`src/rtl/counter.sv`:
```
// Up/down counter with synchronous clear/load, terminal-count flag and wrap pulse.
// Define COUNTER_SATURATE_EN to clamp at the limits instead of wrapping modulo 2^WIDTH.
module counter #(
  parameter int WIDTH = 4,
  parameter int STEP  = 1
) (
  input  logic             clk,
  input  logic             rst_n,
  input  logic             en,
  input  logic             up_dn,
  input  logic             load,
  input  logic [WIDTH-1:0] load_val,
  input  logic             clr,
  output logic [WIDTH-1:0] out1,
  output logic             tc,
  output logic             wrap
);

  localparam logic [WIDTH:0]   STEP_EXT = (WIDTH+1)'(STEP);
  localparam logic [WIDTH-1:0] MAX_VAL  = '1;

  logic [WIDTH:0]   sum_up;
  logic [WIDTH:0]   diff_dn;
  logic             crossed;
  logic [WIDTH-1:0] stepped;
  logic [WIDTH-1:0] count_next;
  logic             wrap_next;
  logic             sat_hold;
  logic             hold_next;

  // The extra MSB of each extended result is the carry/borrow across the 0 / max boundary.
  always_comb begin
    sum_up  = {1'b0, out1} + STEP_EXT;
    diff_dn = {1'b0, out1} - STEP_EXT;
    crossed = up_dn ? sum_up[WIDTH] : diff_dn[WIDTH];
    stepped = up_dn ? sum_up[WIDTH-1:0] : diff_dn[WIDTH-1:0];
  end

  always_comb begin
    count_next = out1;
    wrap_next  = 1'b0;
    hold_next  = sat_hold;
    if (clr) begin
      count_next = '0;
      hold_next  = 1'b0;
    end else if (load) begin
      count_next = load_val;
      hold_next  = 1'b0;
    end else if (en) begin
`ifdef COUNTER_SATURATE_EN
      // sat_hold suppresses repeat pulses while the counter sits clamped at the same limit.
      if (crossed) begin
        count_next = up_dn ? MAX_VAL : '0;
        wrap_next  = !(sat_hold && (count_next == out1));
        hold_next  = 1'b1;
      end else begin
        count_next = stepped;
        hold_next  = 1'b0;
      end
`else
      count_next = stepped;
      wrap_next  = crossed;
      hold_next  = 1'b0;
`endif
    end
  end

  always_ff @(posedge clk or negedge rst_n) begin
    if (!rst_n) begin
      out1     <= '0;
      wrap     <= 1'b0;
      sat_hold <= 1'b0;
    end else begin
      out1     <= count_next;
      wrap     <= wrap_next;
      sat_hold <= hold_next;
    end
  end

  assign tc = up_dn ? (out1 == MAX_VAL) : (out1 == '0);

endmodule

```
`config.mk`:
```
export PLATFORM = sky130hd
export DESIGN_NAME = counter
export DESIGN_NICKNAME = d
export VERILOG_FILES = /design/src/rtl/counter.sv
export SDC_FILE = /design/constraint.sdc
export NUM_CORES = 1
export LEC_CHECK = 0
export CAP_MARGIN = 20
export CORE_MARGIN = 1
export CORE_UTILIZATION = 30
export CTS_BUF_LIST = sky130_fd_sc_hd__clkbuf_16
export CTS_CLUSTER_DIAMETER = 50
export DETAILED_ROUTE_END_ITERATION = 12
export PLACE_DENSITY = 0.57
export RECOVER_POWER = 100
export SETUP_SLACK_MARGIN = 0.05
export SYNTH_ARGS = -nofsm -noshare
export SYNTH_HDL_FRONTEND = slang
export SYNTH_SLANG_ARGS = --single-unit
export TNS_END_PERCENT = 10
```
`constraint.sdc`:
```
create_clock -name clk -period 4.4 [get_ports clk]
set_input_delay 1.1 -clock clk [delete_from_list [all_inputs] [get_ports clk]]
set_output_delay 1.1 -clock clk [all_outputs]
set_load 0.005 [all_outputs]
```
# Yosys cells after proc, flatten, opt, wreduce, memory -nomap -nowiden
# Index checks and enable logic that the tools add are counted.
# word_totals
inputBits	10
reg_bits	5
output_inout_bits	6
elab_cells	16
# op_classes
muxes	9
addsub	2
reduce_logical	2
eq_ne	1
# op_table
operator	n
$mux 4	4
$add 4x1->5 const B	1
$mux 1	5
$sub 4x1->5 const B	1
$eq 4x4->1 const B	1
$logic_not 4->1	1
$reduce_bool 3->1	1

# Logic depth before layout (Yosys ltp)
# Gate-level depths: netlist of the first run.
# depth
word_depth	5
depth_mapped	5
depth_no_buf	5

# Worst setup path after synthesis of the first run
# OpenSTA, ideal clock, no wires.
# synth_path
path_type	input to output
startpoint	in up_dn
endpoint	out tc
required_time_ns	3.300
cell_stages	3
n_path_buf	0
arrival_time_ns	1.439
path_slack_ns	1.861
path_cell_list	nor3_1 > nand2_1 > nand2_1
# synth_between
elab_chain_cells	1
# synth_lines
element	line_no	text
start: declaration	10	input logic up_dn,
$mux 1	80	assign tc = up_dn ? (out1 == MAX_VAL) : (out1 == '0);
end: declaration	15	output logic tc,
# Every way passes these cells.

# Worst setup path after layout of the first run
# Same ends and word-level chain as after synthesis.

==> flow_summary.ini, run 1 <==
[route]
detail_route.iter0.violations = 8
route.detailed.vias_per_inst = 5.24
drc = 0
postRouteAntennaNets = 0
drt-wirelength-per-cell_um = 12.8
routed_wl_um = 945
route.layer.met1.wl_um = 450
routed-via-count = 388
met3RoutedLength_um = 48
route.met2.wl_um = 436
top_signal_layer_used = met4
drtPass1Iterations = 4

[hold_path]
timing.hold.worst_path_depth = 2
min-delay-start = out1[3]
timing.hold.worst_endpoint = wrap
hold_path_class = flop to flop

[cts]
tritoncts = yes
number_of_buffers_added_by_the_clock_tree_synthesis_step = 3
post_cts_hold_buffer_count = 0
cts_max_level = 1
post_cts_resize_count = 0
cts-root-to-sink-buffers = 2
cts.repair_timing.setup_buffer_count = 0
ctsRootBufferMaster = clkbuf_16
clock_insertion_delay_worst_skew_ns = 0.22
cts.reportedPaths.clkPinSlew_ns = 0.03
cts.sink_count = 5

[logic_synthesis]
synth_enable_flop_cells = 0
share_of_the_synthesized_area_in_the_top_cell_type_pct = 31.0
yosysWarningCount = 0
synth.cell_area_um2 = 404
synth_cells = 43
synth_async_sr_flop_share_pct = 100
post_synth_main_area_contributors = dfrtp_1 (31%), ha_1 (9.3%), a2111oi_4 (6.8%), inv_1 (5.6%), mux2_4 (3.7%)
portion_of_the_post_synthesis_area_used_by_sequential_elements_pct = 31.0
ys_types = 25
synthesis.nets = 56
synth-main-ff-cell = dfrtp_1
synth.avg_cell_area_um2 = 9.40
synth.ff_latch_count = 5
yosys.area.top_type = dfrtp_1

[worst_setup_path]
maximum_single_stage_delay_on_the_critical_path_ns = 0.64
worstPathMaxFanout = 6
crit_path_cell_trace = dlygate4sd3_1 -> nor3_1 -> nand2_1 -> nand2_1 -> dlygate4sd3_1
required_time_of_the_worst_setup_path_ns = 3.30
crit_path_end_kind = output port
worst_r2r_path_depth = 5
path_class = input port to output port
reg2reg_slack_ns = 2.75
crit_slowest_cell = dlygate4sd3_1
worst_r2r_endpoint = out1[2]
worstReg2RegStart = out1[0]
worst-path-buf-inv = 2
cp-start-kind = input port
crit_arrival_ns = 2.75
worst_path_dominant_cell_family = buffers and inverters

[grt]
antenna_found_initial = 0
grt_first_pass_wirelength_mm = 1.61
grt_max_degree = 12
globalRouteTotalUtil_pct = 15.8
grt_pass1_vias = 367
overflow = 0

[cells_and_area]
layout.cells.most_common_list = dlygate4sd3_1 (9), inv_1 (7), clkdlybuf4s50_1 (6), dfrtp_1 (5), nand2_1 (4)
layout.nets = 74
mostFrequentLayoutCell = dlygate4sd3_1
antenna-diode-count = 0
filler_cell_count = 108
syn_to_final_growth_pct = 58.5
ff_latch_area_um2 = 125
multiInputGateArea_um2 = 246
final_layout_size_suffix_gt1_share_pct = 10.0

[placed_design]
dp_hpwl_um = 704
gp_congestion = 0.803
port_buffers = 15

[sta]
grt_setup_unrepaired = no
final_min_period_over_clock_period_pct = 87.4
setup_viol = 0
slew_violations = 0
tns_ns = 0
fmax_mhz = 260
timing.final.crit_period_ns = 3.85
slew_headroom_pct = 68.7
fin_skew_ns = 0.00155
worstMarginPinSlew_ns = 0.468
final_hold_viol_count = 0

[pwr]
power.share.clock_pct = 60.0
intPower_mw = 0.190
power.combinational.fraction_pct = 17.4
total_leakage_power_nw = 0.292
power_switching_mw = 0.0515
p_seq_share_pct = 22.6
totalPowerFinal_mw = 0.242
pwr_density_cell_nw_per_um2 = 378
power_switching_share_pct = 21.3
vdd_drop_max_mv = 0.249

[die]
chipHeight_um = 38.7
die_w_um = 38.7
io_pins = 16
number_of_rows_created_at_floorplan = 12
die-area_um2 = 1500
initial_core_util_pct = 34.5
core_region_area_um2 = 1170

[flow_run]
maxCapViolations = 0

[run_status]
outcome = finished clean
==> per-stage QoR <==
step	std cells	util (%)	hold WS, ns	worst slack (ns)	instance area, µm²
floorplan	43	-	0.620	1.86	404
global placement	70	48.0	0.691	0.812	562
detailed placement	70	48.0	0.697	0.716	562
CTS	74	54.7	0.703	0.715	641
global route	74	54.7	0.771	0.493	641
finish	74	54.7	0.699	0.554	641
==> registers in the layout, indices dropped and copies added (netlist names) <==
register / flops
wrap: 1
out1: 4
==> power by group through the flow <==
stage | clock, mW | sequential [mW] | combinational (mW)
after detailed placement | 0 | 0.0556 | 0.0442
after floorplan | 0 | 0.0545 | 0.0218
final | 0.145 | 0.0548 | 0.0421
after CTS | 0.147 | 0.0550 | 0.0447
after global placement | 0 | 0.0552 | 0.0431
after global routing | 0.151 | 0.0557 | 0.0467
==> kinds of logic after synthesis <==
kind of cell | after synthesis | synth area share [%]
AOI/OAI and AO/OA | 7 | 18.0
xor gates and xnor gates | 2 | 4.34
buffers and inverters | 8 | 8.05
adders and majority gates | 3 | 9.29
DFF | 5 | 31.0
muxes | 2 | 6.19
and+or+nand+nor | 16 | 23.2
==> cells in the mapped netlist (2+ instances only) <==
master	count
ha_1	3
inv_1	6
dfrtp_1	5
nand4_1	2
nand2_1	4
buf_2	2
nor3_1	2
a21oi_1	2
==> layout make-up <==
type / instances / area share (%)
Multi-Input combinational cell: 30 / 38.5
Timing Repair Buffer: 15 / 23.4
Sequential cell: 5 / 19.5
Clock buffer: 3 / 11.7
Inverter: 6 / 3.52
Tap cell: 14 / 2.73
Clock inverter: 1 / 0.586
==> metal layers <==
layer	track usage [%]	up-vias
met5	0	-
met1	19.5	181
met4	5.17	0
met2	25.4	16
li1	-	189
met3	5.20	2
==> worst reg2reg max path: cells and delay by family (launching register included) <==
kind,cells,cell delay (ns)
DFF,1,0.44
muxes,1,0.30
AOI/OAI and AO/OA,1,0.30
adders and majority gates,1,0.23
and+or+nand+nor,1,0.17
buffers and inverters,1,0.09
==> worst max-delay path by stage <==
stage,startpoint,to,slack [ns],depth (start not counted)
after global routing,up_dn,tc,0.49,5
after global placement,up_dn,tc,0.81,5
final,up_dn,tc,0.55,5
after detailed placement,up_dn,tc,0.72,5
after CTS,up_dn,tc,0.72,5
after floorplan,up_dn,tc,1.86,3
Note: power is estimated with default switching activity, not from simulation.
==> run 2: changes to the inputs <==
CTS_BUF_LIST = sky130_fd_sc_hd__clkbuf_8   (was sky130_fd_sc_hd__clkbuf_16)
SETUP_SLACK_MARGIN = not set   (was 0.05)
==> run 2 against run 1 <==
  * Design area down 5.3%
  * Flip-flop and latch count stayed put
  * Clock power fell by 44%
  * Critical endpoint unchanged
  * Cell count unchanged
  * Setup slack improved by 0.0054 ns
  * Combinational power hardly changed
  * Largest cell class unchanged
  * Critical path type unchanged
  * Highest routed layer is now met3
  * Sequential power barely moved
==> flow_summary.ini, run 2 (synthesized netlist as in run 1, its figures left out) <==
[cts]
cts.sink_count = 5
number_of_buffers_added_by_the_clock_tree_synthesis_step = 3
post_cts_resize_count = 0
cts.reportedPaths.clkPinSlew_ns = 0.04
tritoncts = yes
clock_insertion_delay_worst_skew_ns = 0.22
post_cts_hold_buffer_count = 0
ctsRootBufferMaster = clkbuf_8
cts_max_level = 1
cts.repair_timing.setup_buffer_count = 0
cts-root-to-sink-buffers = 2

[placed_design]
port_buffers = 15
dp_hpwl_um = 704
gp_congestion = 0.803
placement.setup.worst_slack_ns = 0.716

[sta]
final.hold.worst_slack_ns = 0.704
timing.final.crit_period_ns = 3.84
final_min_period_over_clock_period_pct = 87.3
grt_setup_unrepaired = no
setup_viol = 0
setup_slack_ns = 0.559
worstMarginPinSlew_ns = 0.454
fmax_mhz = 260
slew_headroom_pct = 69.6
final_hold_viol_count = 0
slew_violations = 0
tns_ns = 0
fin_skew_ns = 0.00218

[pwr]
totalPowerFinal_mw = 0.178
total_leakage_power_nw = 0.277
pwr_density_cell_nw_per_um2 = 293
vdd_drop_max_mv = 0.186

[die]
initial_core_util_pct = 34.5
die_w_um = 38.7
number_of_rows_created_at_floorplan = 12
chipHeight_um = 38.7
die-area_um2 = 1500
core_region_area_um2 = 1170
io_pins = 16

[route]
drc = 0
routed_wl_um = 919
postRouteAntennaNets = 0
detail_route.iter0.violations = 10
drt-wirelength-per-cell_um = 12.4
route.detailed.vias_per_inst = 5.16
drtPass1Iterations = 4
routed-via-count = 382

[cells_and_area]
mostFrequentLayoutCell = dlygate4sd3_1
final_layout_size_suffix_gt1_share_pct = 10.0
layout.nets = 74
antenna-diode-count = 0
postLayoutCoreUtil_pct = 51.8
layout.cells.most_common_list = dlygate4sd3_1 (9), inv_1 (7), clkdlybuf4s50_1 (6), dfrtp_1 (5), nand2_1 (4)
largest-register = out1
largest_registers = out1 (4), wrap (1)
largest_reg_flops = 4
ff_latch_area_um2 = 125
syn_to_final_growth_pct = 50.2
filler_cell_count = 113
multiInputGateArea_um2 = 246

[grt]
antenna_found_initial = 0
grt_max_degree = 12
overflow = 0
grt_first_pass_wirelength_mm = 1.59
globalRouteTotalUtil_pct = 15.9
grt_pass1_vias = 352

[worst_setup_path]
worstPathMaxFanout = 6
crit_path_end_kind = output port
crit_slowest_cell = dlygate4sd3_1
crit_arrival_ns = 2.74
worst-path-buf-inv = 2
cp-start-kind = input port
maximum_single_stage_delay_on_the_critical_path_ns = 0.64
worst_path_dominant_cell_family = buffers and inverters
required_time_of_the_worst_setup_path_ns = 3.30
path_class = input port to output port
crit_path_cell_trace = dlygate4sd3_1 -> nor3_1 -> nand2_1 -> nand2_1 -> dlygate4sd3_1

[hold_path]
hold_path_class = flop to flop

[flow_run]
maxCapViolations = 0

[run_status]
outcome = finished clean
## run 2: worst register-to-register path, cell delays in order, from the launching register on
cell and delay, ns:
dfrtp_1 0.44, inv_1 0.09, ha_1 0.23, mux2_4 0.30
and3_1 0.17, a311o_2 0.30
## run 2: layer usage
layer  global-route usage (%)  part of all wire (%)  vias up
met5                        0                     0        -
met4                     5.17                     0        0
met3                     6.94                   5.4        0
met2                     24.2                    48       14
met1                     19.9                    47      177
li1                         -                     -      191
## run 2: metrics by stage
| stage | cells | area (µm²) |
|---|---|---|
| after global placement | 70 | 562 |
| after detailed placement | 70 | 562 |
| after CTS | 74 | 607 |
| after floorplan | 43 | 404 |
| after global routing | 74 | 607 |
| final | 74 | 607 |
## run 2: area by class of cell
cell class | count | share of cell area [%]
flip-flops and latches | 5 | 20.6
multi-input cells | 30 | 40.6
clock inverters | 1 | 0.619
repair buffers | 15 | 24.7
inverters | 6 | 3.71
clock buffers | 3 | 6.80
well taps | 14 | 2.89
## run 2: worst paths after layout
kind | endpoint | startpoint | slack [ns] | cells past startpoint
setup reg to reg | out1[2] | out1[0] | 2.75 | 5
max in group asynchronous | out1[0] | rst_n | 3.03 | 1
min in group asynchronous | wrap | rst_n | 1.18 | 1
setup / recovery | tc | up_dn | 0.56 | 5
hold / removal | wrap | out1[3] | 0.70 | 2
hold reg to reg | wrap | out1[3] | 0.70 | 2
## run 2: power by group
part | switching, mW | leakage, nW | internal, mW
combinational | 0.0185 | 0.184 | 0.0233
sequential | 0.00521 | 0.0660 | 0.0496
clock | 0.0215 | 0.0269 | 0.0597
total | 0.0452 | 0.277 | 0.133
